==> config.mk <==
export PLATFORM = sky130hd
export DESIGN_NAME = fetch_pc_unit_flat
export DESIGN_NICKNAME = d
export VERILOG_FILES = /design/src/rtl/fetch_pc_if.sv /design/src/rtl/fetch_pc_unit.sv /design/src/flat_wrapper.sv
export SDC_FILE = /design/constraint.sdc
export NUM_CORES = 1
export LEC_CHECK = 0
export BUFFER_PORTS_ARGS = -buffer_cell sky130_fd_sc_hd__buf_2
export CORE_MARGIN = 3
export CORE_UTILIZATION = 40
export CTS_CLUSTER_DIAMETER = 50
export DETAILED_ROUTE_END_ITERATION = 16
export PLACE_DENSITY = 0.63
export RECOVER_POWER = 25
export SYNTH_ARGS = -nofsm -noshare
export SYNTH_HDL_FRONTEND = slang
export SYNTH_SLANG_ARGS = --single-unit
export TNS_END_PERCENT = 1
==> constraint.sdc <==
create_clock -name clk -period 4.8 [get_ports clk]
set_input_delay 0.96 -clock clk [delete_from_list [all_inputs] [get_ports clk]]
set_output_delay 0.96 -clock clk [all_outputs]
set_load 0.05 [all_outputs]
==> src/rtl/fetch_pc_if.sv <==
// Fetch unit bus: Decode redirect/handshake, instruction-memory request/response,
// and the IF/ID output. master = fetch_pc_unit side, slave = surrounding pipeline.
interface fetch_pc_if;
  logic        branch;
  logic [31:0] branch_target;
  logic        id_ready;
  logic        imem_req;
  logic [31:0] imem_addr;
  logic        imem_gnt;
  logic        imem_rvalid;
  logic [31:0] imem_rdata;
  logic        if_valid;
  logic [31:0] if_pc;
  logic [31:0] if_instr;
  logic [31:0] fetch_pc;

  modport master (
    input  branch, branch_target, id_ready, imem_gnt, imem_rvalid, imem_rdata,
    output imem_req, imem_addr, if_valid, if_pc, if_instr, fetch_pc
  );

  modport slave (
    output branch, branch_target, id_ready, imem_gnt, imem_rvalid, imem_rdata,
    input  imem_req, imem_addr, if_valid, if_pc, if_instr, fetch_pc
  );
endinterface

==> src/rtl/fetch_pc_unit.sv <==
// Fetch-stage PC generator: issues word fetches, buffers responses in an output
// register plus a one-entry skid, and squashes wrong-path work on a redirect.
// Optional macro FETCH_PERF_CNT_EN adds redirect_cnt / stall_cnt outputs.
module fetch_pc_unit #(
  parameter logic [31:0] RESET_PC  = 32'h0000_0000,
  parameter logic [31:0] NOP_INSTR = 32'h0000_0013
) (
  input  logic       clk,
  input  logic       rst_n,
  fetch_pc_if.master bus
`ifdef FETCH_PERF_CNT_EN
  ,
  output logic [31:0] redirect_cnt,
  output logic [31:0] stall_cnt
`endif
);

  typedef enum logic [1:0] {BOOT, ISSUE, WAIT, KILL} state_e;

  state_e      state_q, state_d;
  logic [31:0] pc_q, req_pc_q;
  logic        out_vld_q, skid_vld_q;
  logic [31:0] out_pc_q, out_instr_q, skid_pc_q, skid_instr_q;
  logic        consume, rsp_in, skid_busy_nxt, req, fire;

  // A response is only accepted in WAIT; KILL responses are wrong-path.
  assign consume = out_vld_q & bus.id_ready;
  assign rsp_in  = (state_q == WAIT) & bus.imem_rvalid;

  // Skid occupancy after this cycle, ignoring a redirect (which only empties it).
  always_comb begin
    skid_busy_nxt = consume ? (skid_vld_q & rsp_in) : (skid_vld_q | (out_vld_q & rsp_in));
  end

  // Request generation and next state; a redirect overrides the normal transition.
  always_comb begin
    state_d = state_q;
    req     = 1'b0;
    case (state_q)
      BOOT:  state_d = ISSUE;
      ISSUE: begin
        req = ~skid_vld_q;
        if (req & bus.imem_gnt) state_d = WAIT;
      end
      WAIT: begin
        req = bus.imem_rvalid & ~skid_busy_nxt;
        if (bus.imem_rvalid) state_d = (req & bus.imem_gnt) ? WAIT : ISSUE;
      end
      KILL:  if (bus.imem_rvalid) state_d = ISSUE;
      default: state_d = BOOT;
    endcase
    fire = req & bus.imem_gnt;
    // Anything still owed by memory after this cycle must be drained in KILL.
    if (bus.branch)
      state_d = (fire | (((state_q == WAIT) | (state_q == KILL)) & ~bus.imem_rvalid)) ? KILL : ISSUE;
  end

  // State, fetch PC and the PC tag of the outstanding request.
  always_ff @(posedge clk or negedge rst_n) begin
    if (!rst_n) begin
      state_q  <= BOOT;
      pc_q     <= RESET_PC;
      req_pc_q <= RESET_PC;
    end else begin
      state_q <= state_d;
      if (fire) req_pc_q <= pc_q;
      if (bus.branch)  pc_q <= bus.branch_target & ~32'h3;
      else if (fire)   pc_q <= pc_q + 32'd4;
    end
  end

  // OUT/SKID buffering: responses fill OUT first, SKID only while OUT is stalled.
  always_ff @(posedge clk or negedge rst_n) begin
    if (!rst_n) begin
      out_vld_q    <= 1'b0;
      out_pc_q     <= 32'h0;
      out_instr_q  <= NOP_INSTR;
      skid_vld_q   <= 1'b0;
      skid_pc_q    <= 32'h0;
      skid_instr_q <= NOP_INSTR;
    end else if (bus.branch) begin
      out_vld_q  <= 1'b0;
      skid_vld_q <= 1'b0;
    end else if (consume) begin
      if (skid_vld_q) begin
        out_vld_q   <= 1'b1;
        out_pc_q    <= skid_pc_q;
        out_instr_q <= skid_instr_q;
        skid_vld_q  <= rsp_in;
        if (rsp_in) begin
          skid_pc_q    <= req_pc_q;
          skid_instr_q <= bus.imem_rdata;
        end
      end else begin
        out_vld_q <= rsp_in;
        if (rsp_in) begin
          out_pc_q    <= req_pc_q;
          out_instr_q <= bus.imem_rdata;
        end
      end
    end else if (rsp_in) begin
      if (out_vld_q) begin
        skid_vld_q   <= 1'b1;
        skid_pc_q    <= req_pc_q;
        skid_instr_q <= bus.imem_rdata;
      end else begin
        out_vld_q   <= 1'b1;
        out_pc_q    <= req_pc_q;
        out_instr_q <= bus.imem_rdata;
      end
    end
  end

  assign bus.imem_req  = req;
  assign bus.imem_addr = pc_q;
  assign bus.fetch_pc  = pc_q;
  assign bus.if_valid  = out_vld_q;
  assign bus.if_pc     = out_pc_q;
  assign bus.if_instr  = out_vld_q ? out_instr_q : NOP_INSTR;

`ifdef FETCH_PERF_CNT_EN
  // Wrapping event counters: redirects and cycles Decode back-pressures a valid instruction.
  always_ff @(posedge clk or negedge rst_n) begin
    if (!rst_n) begin
      redirect_cnt <= 32'h0;
      stall_cnt    <= 32'h0;
    end else begin
      if (bus.branch)                redirect_cnt <= redirect_cnt + 32'd1;
      if (out_vld_q & ~bus.id_ready) stall_cnt    <= stall_cnt + 32'd1;
    end
  end
`endif

endmodule

==> src/flat_wrapper.sv <==
// flat-port wrapper written by rule: the top's interface ports become plain ports
module fetch_pc_unit_flat 
#(
  parameter logic [31:0] RESET_PC  = 32'h0000_0000,
  parameter logic [31:0] NOP_INSTR = 32'h0000_0013
)
  (clk, rst_n, bus_branch, bus_branch_target, bus_id_ready, bus_imem_gnt, bus_imem_rvalid, bus_imem_rdata, bus_imem_req, bus_imem_addr, bus_if_valid, bus_if_pc, bus_if_instr, bus_fetch_pc);
  fetch_pc_if bus_i ();
  input  logic clk;
  input  logic rst_n;
  input wire logic [$bits(bus_i.branch)-1:0] bus_branch;
  input wire logic [$bits(bus_i.branch_target)-1:0] bus_branch_target;
  input wire logic [$bits(bus_i.id_ready)-1:0] bus_id_ready;
  input wire logic [$bits(bus_i.imem_gnt)-1:0] bus_imem_gnt;
  input wire logic [$bits(bus_i.imem_rvalid)-1:0] bus_imem_rvalid;
  input wire logic [$bits(bus_i.imem_rdata)-1:0] bus_imem_rdata;
  output wire logic [$bits(bus_i.imem_req)-1:0] bus_imem_req;
  output wire logic [$bits(bus_i.imem_addr)-1:0] bus_imem_addr;
  output wire logic [$bits(bus_i.if_valid)-1:0] bus_if_valid;
  output wire logic [$bits(bus_i.if_pc)-1:0] bus_if_pc;
  output wire logic [$bits(bus_i.if_instr)-1:0] bus_if_instr;
  output wire logic [$bits(bus_i.fetch_pc)-1:0] bus_fetch_pc;
  assign bus_i.branch = bus_branch;
  assign bus_i.branch_target = bus_branch_target;
  assign bus_i.id_ready = bus_id_ready;
  assign bus_i.imem_gnt = bus_imem_gnt;
  assign bus_i.imem_rvalid = bus_imem_rvalid;
  assign bus_i.imem_rdata = bus_imem_rdata;
  assign bus_imem_req = bus_i.imem_req;
  assign bus_imem_addr = bus_i.imem_addr;
  assign bus_if_valid = bus_i.if_valid;
  assign bus_if_pc = bus_i.if_pc;
  assign bus_if_instr = bus_i.if_instr;
  assign bus_fetch_pc = bus_i.fetch_pc;
  fetch_pc_unit #(.RESET_PC(RESET_PC), .NOP_INSTR(NOP_INSTR)) u_core (.clk(clk), .rst_n(rst_n), .bus(bus_i));
endmodule
==> flow_summary.ini <==
[timing]
hold_ws_ns = 0.504
maxSlewViolCount = 112
finalWorstSetupSlack_ns = 1.52
max_clock_freq_ghz = 0.305
finalSetupViolCount = 0
worstMarginPinSlew_ns = 2.87
post-route-min-period_ns = 3.28
hold_viol = 0
final.setup.tns_ns = 0
rsz0062_at_grt = false
fin_crit_sh = 0.683
skew_ns = 0.0131
maxSlewHeadroom = -0.914

[route]
first_pass_iters = 5
drtIter0Drc = 321
wire_per_inst_microns = 16.7
viasPerCell = 5.06
drc = 0
drt.antenna.violating_nets = 0
vias = 6104
wirelength_microns = 20100

[setup_path]
path_class = flip-flop to output port
worst-endpoint-required_ns = 3.84
cp-end-kind = output port
cp_max_fo = 28
r2r-end = u_core.req_pc_q[27]$_DFFE_PN0P_
r2r_slack_ns = 1.99
critical_path_arrival_ns = 2.32
critPathLaunchType = flip-flop
r2r_start = u_core.state_q[0]$_DFFE_PN0P_
rr_worst_depth = 7

[logic_synthesis]
synth_top_area_share = 0.521
avgSynthCellArea_sq_um = 11.2
synth_warnings = 0
synth_edf_count = 0
yosysTopAreaCell = dfrtp_1
synth.top_cells.by_area = dfrtp_1, mux2_2, mux2i_1
synthFlopType = dfrtp_1
yosysUniqueCellTypes = 41
seq_area_frac_synth = 0.539
syn_area_sq_um = 8750
netlist_instances = 779
async_flop_share = 1.00
synth_seq_cells = 188

[clocking]
cts_buffers = 17
clock_path_buffers = 2
cts_setup_buffers = 0
clock_sinks = 188
ctsResizeCount = 0
cts_root_buffer = clkbuf_16
worstSkewPairLatency_ns = 0.43
cts_tree = done
hold_buffers = 0
clk_pin_slew_ns = 0.07
cts_htree_levels = 4

[grt]
grt_first_pass_wirelength_microns = 32800
grt_pass1_vias = 6079
use_met3 = 0.0419
use_met2 = 0.266
track_usage = 0.172
grt.busiest_layer = met2
met1_usage = 0.243
grt_max_degree = 113
grt_antenna_before_repair = 1
overflow = 0

[hold_path]
hold-path-endpoint = u_core.skid_instr_q[11]$_DFFE_PN0P_
hold_depth = 1
holdCritPathClass = flip-flop to flip-flop
hp-start = u_core.skid_instr_q[11]$_DFFE_PN0P_

[cells_and_area]
drive_above_1_share = 0.362
fin_cells = 1207
n_antenna_cell = 0
final_nets = 993
syn2layout_area_growth_pct = 18.1

[power_and_ir_drop]
p_per_area_nw_per_um2 = 529
vdd_drop_max_uv = 300
p_leak_nw = 5.28

[die]
start_util = 0.412
die_area_sq_um = 23700
die_w_microns = 154
die_y_microns = 154
rows = 53
coreArea_sq_um = 21200
ios = 200

[placed_design]
dp_hpwl_microns = 13100
place_inst = 1175
port_buffers = 191
gp_congestion = 0.752
pre_cts_ws_ns = 1.61

[status]
violations = capacitance limit, slew limit
status = complete, but fails checks

[job]
maxCapViolCount = 1
## per-layer routing
| metal | share of wire | vias to the layer above |
|---|---|---|
| li1 | - | 2934 |
| met1 | 0.49 | 3007 |
| met2 | 0.45 | 146 |
| met3 | 0.050 | 15 |
| met4 | 0.0082 | 2 |
| met5 | 0.00065 | - |
## flip-flops by register name, indices dropped and copies added (netlist names)
signal               cells
u_core.bus.fetch_pc     30
u_core.bus.if_pc        30
u_core.bus.if_valid      1
u_core.out_instr_q      32
u_core.req_pc_q         30
u_core.skid_instr_q     32
u_core.skid_pc_q        30
u_core.skid_vld_q        1
u_core.state_q           2
## layout make-up
type	count	area [sq um]
Multi-Input combinational cell	507	3590
Timing Repair Buffer	199	1030
Fill cell	1979	10900
Clock inverter	13	176
Clock buffer	19	453
Sequential cell	188	4710
Inverter	6	22.5
Tap cell	275	344
## where the power goes
part	internal [W]	total (W)	switching (W)
sequential	0.00202	0.00229	0.000269
combinational	0.000516	0.00168	0.00116
clock	0.000863	0.00151	0.000645
total	0.00339	0.00547	0.00207
## synthesized netlist by cell type, drive strengths merged (3+ instances only)
cell and number:
mux2i 63, nand3 10, nor3 8, or3 3
a21oi 67, nand4 6, nor2 74, clkbuf 31
nand2 42, nand2b 4, buf 52, dfstp 6
o21ai 30, and3 7, mux2 93, and2 31
a31oi 3, nor4 15, ha 4, inv 5
nor4b 3, dfrtp 182, nor3b 3, xnor2 24
## metrics by stage
stage / instance area (sq um) / power [W] / util
final: 10300 / 0.00547 / 0.487
after global routing: 10300 / 0.00578 / 0.487
after CTS: 10300 / 0.00553 / 0.487
after detailed placement: 9710 / 0.00401 / 0.458
after global placement: 9710 / 0.00396 / 0.458
after floorplan: 8770 / 0.00359 / -
## kinds of logic after synthesis
group	share of synthesized area
DFF	0.539
buffers and inverters	0.0565
other	0.000429
and+or+nand+nor	0.119
adders and majority gates	0.00572
AOI/OAI and AO/OA	0.0629
xor gates and xnor gates	0.0250
muxes	0.192
## cell usage in the layout, fill, tap and decap left out, types with 2 or more instances in the layout
master      count
clkbuf_8        2
conb_1          6
nand2b_1        4
and2_1         31
dfrtp_1       182
mux2_2         93
inv_6           4
nand2_1        42
dfstp_2         6
buf_4           7
clkbuf_16      17
a21oi_1        67
ha_1            4
inv_8           2
clkinvlp_4      2
inv_1           5
nand3_1         9
nor3_1          7
mux2i_1        63
bufinv_16       3
nor4b_1         3
or3_1           3
a31oi_1         3
xnor2_1        24
nor4_1         15
o21ai_0        30
nor2_1         73
nand4_1         6
buf_2         190
and3_1          7
nor3b_1         3
## worst max-delay path by stage
| stage | endpoint | slack, ns | from |
|---|---|---|---|
| finish | bus_imem_req | 1.52 | u_core.state_q[0]$_DFFE_PN0P_ |
| global route | u_core.bus.if_pc[11]$_DFFE_PN0P_ | 1.12 | rst_n |
| CTS | bus_imem_req | 1.50 | u_core.state_q[0]$_DFFE_PN0P_ |
| detailed placement | bus_imem_req | 1.61 | bus_imem_rvalid |
| global placement | bus_imem_req | 1.60 | bus_imem_rvalid |
| floorplan | bus_imem_req | 1.21 | bus_imem_rvalid |
## worst max-delay path: stages, from the launching register on
cell	delay, ns
dfrtp_1	0.42
inv_1	0.07
ha_1	0.18
nand2_1	0.19
o21ba_1	0.23
buf_4	0.23
nor3_1	0.24
buf_2	0.32
Note: power is estimated with default switching activity, not from simulation.
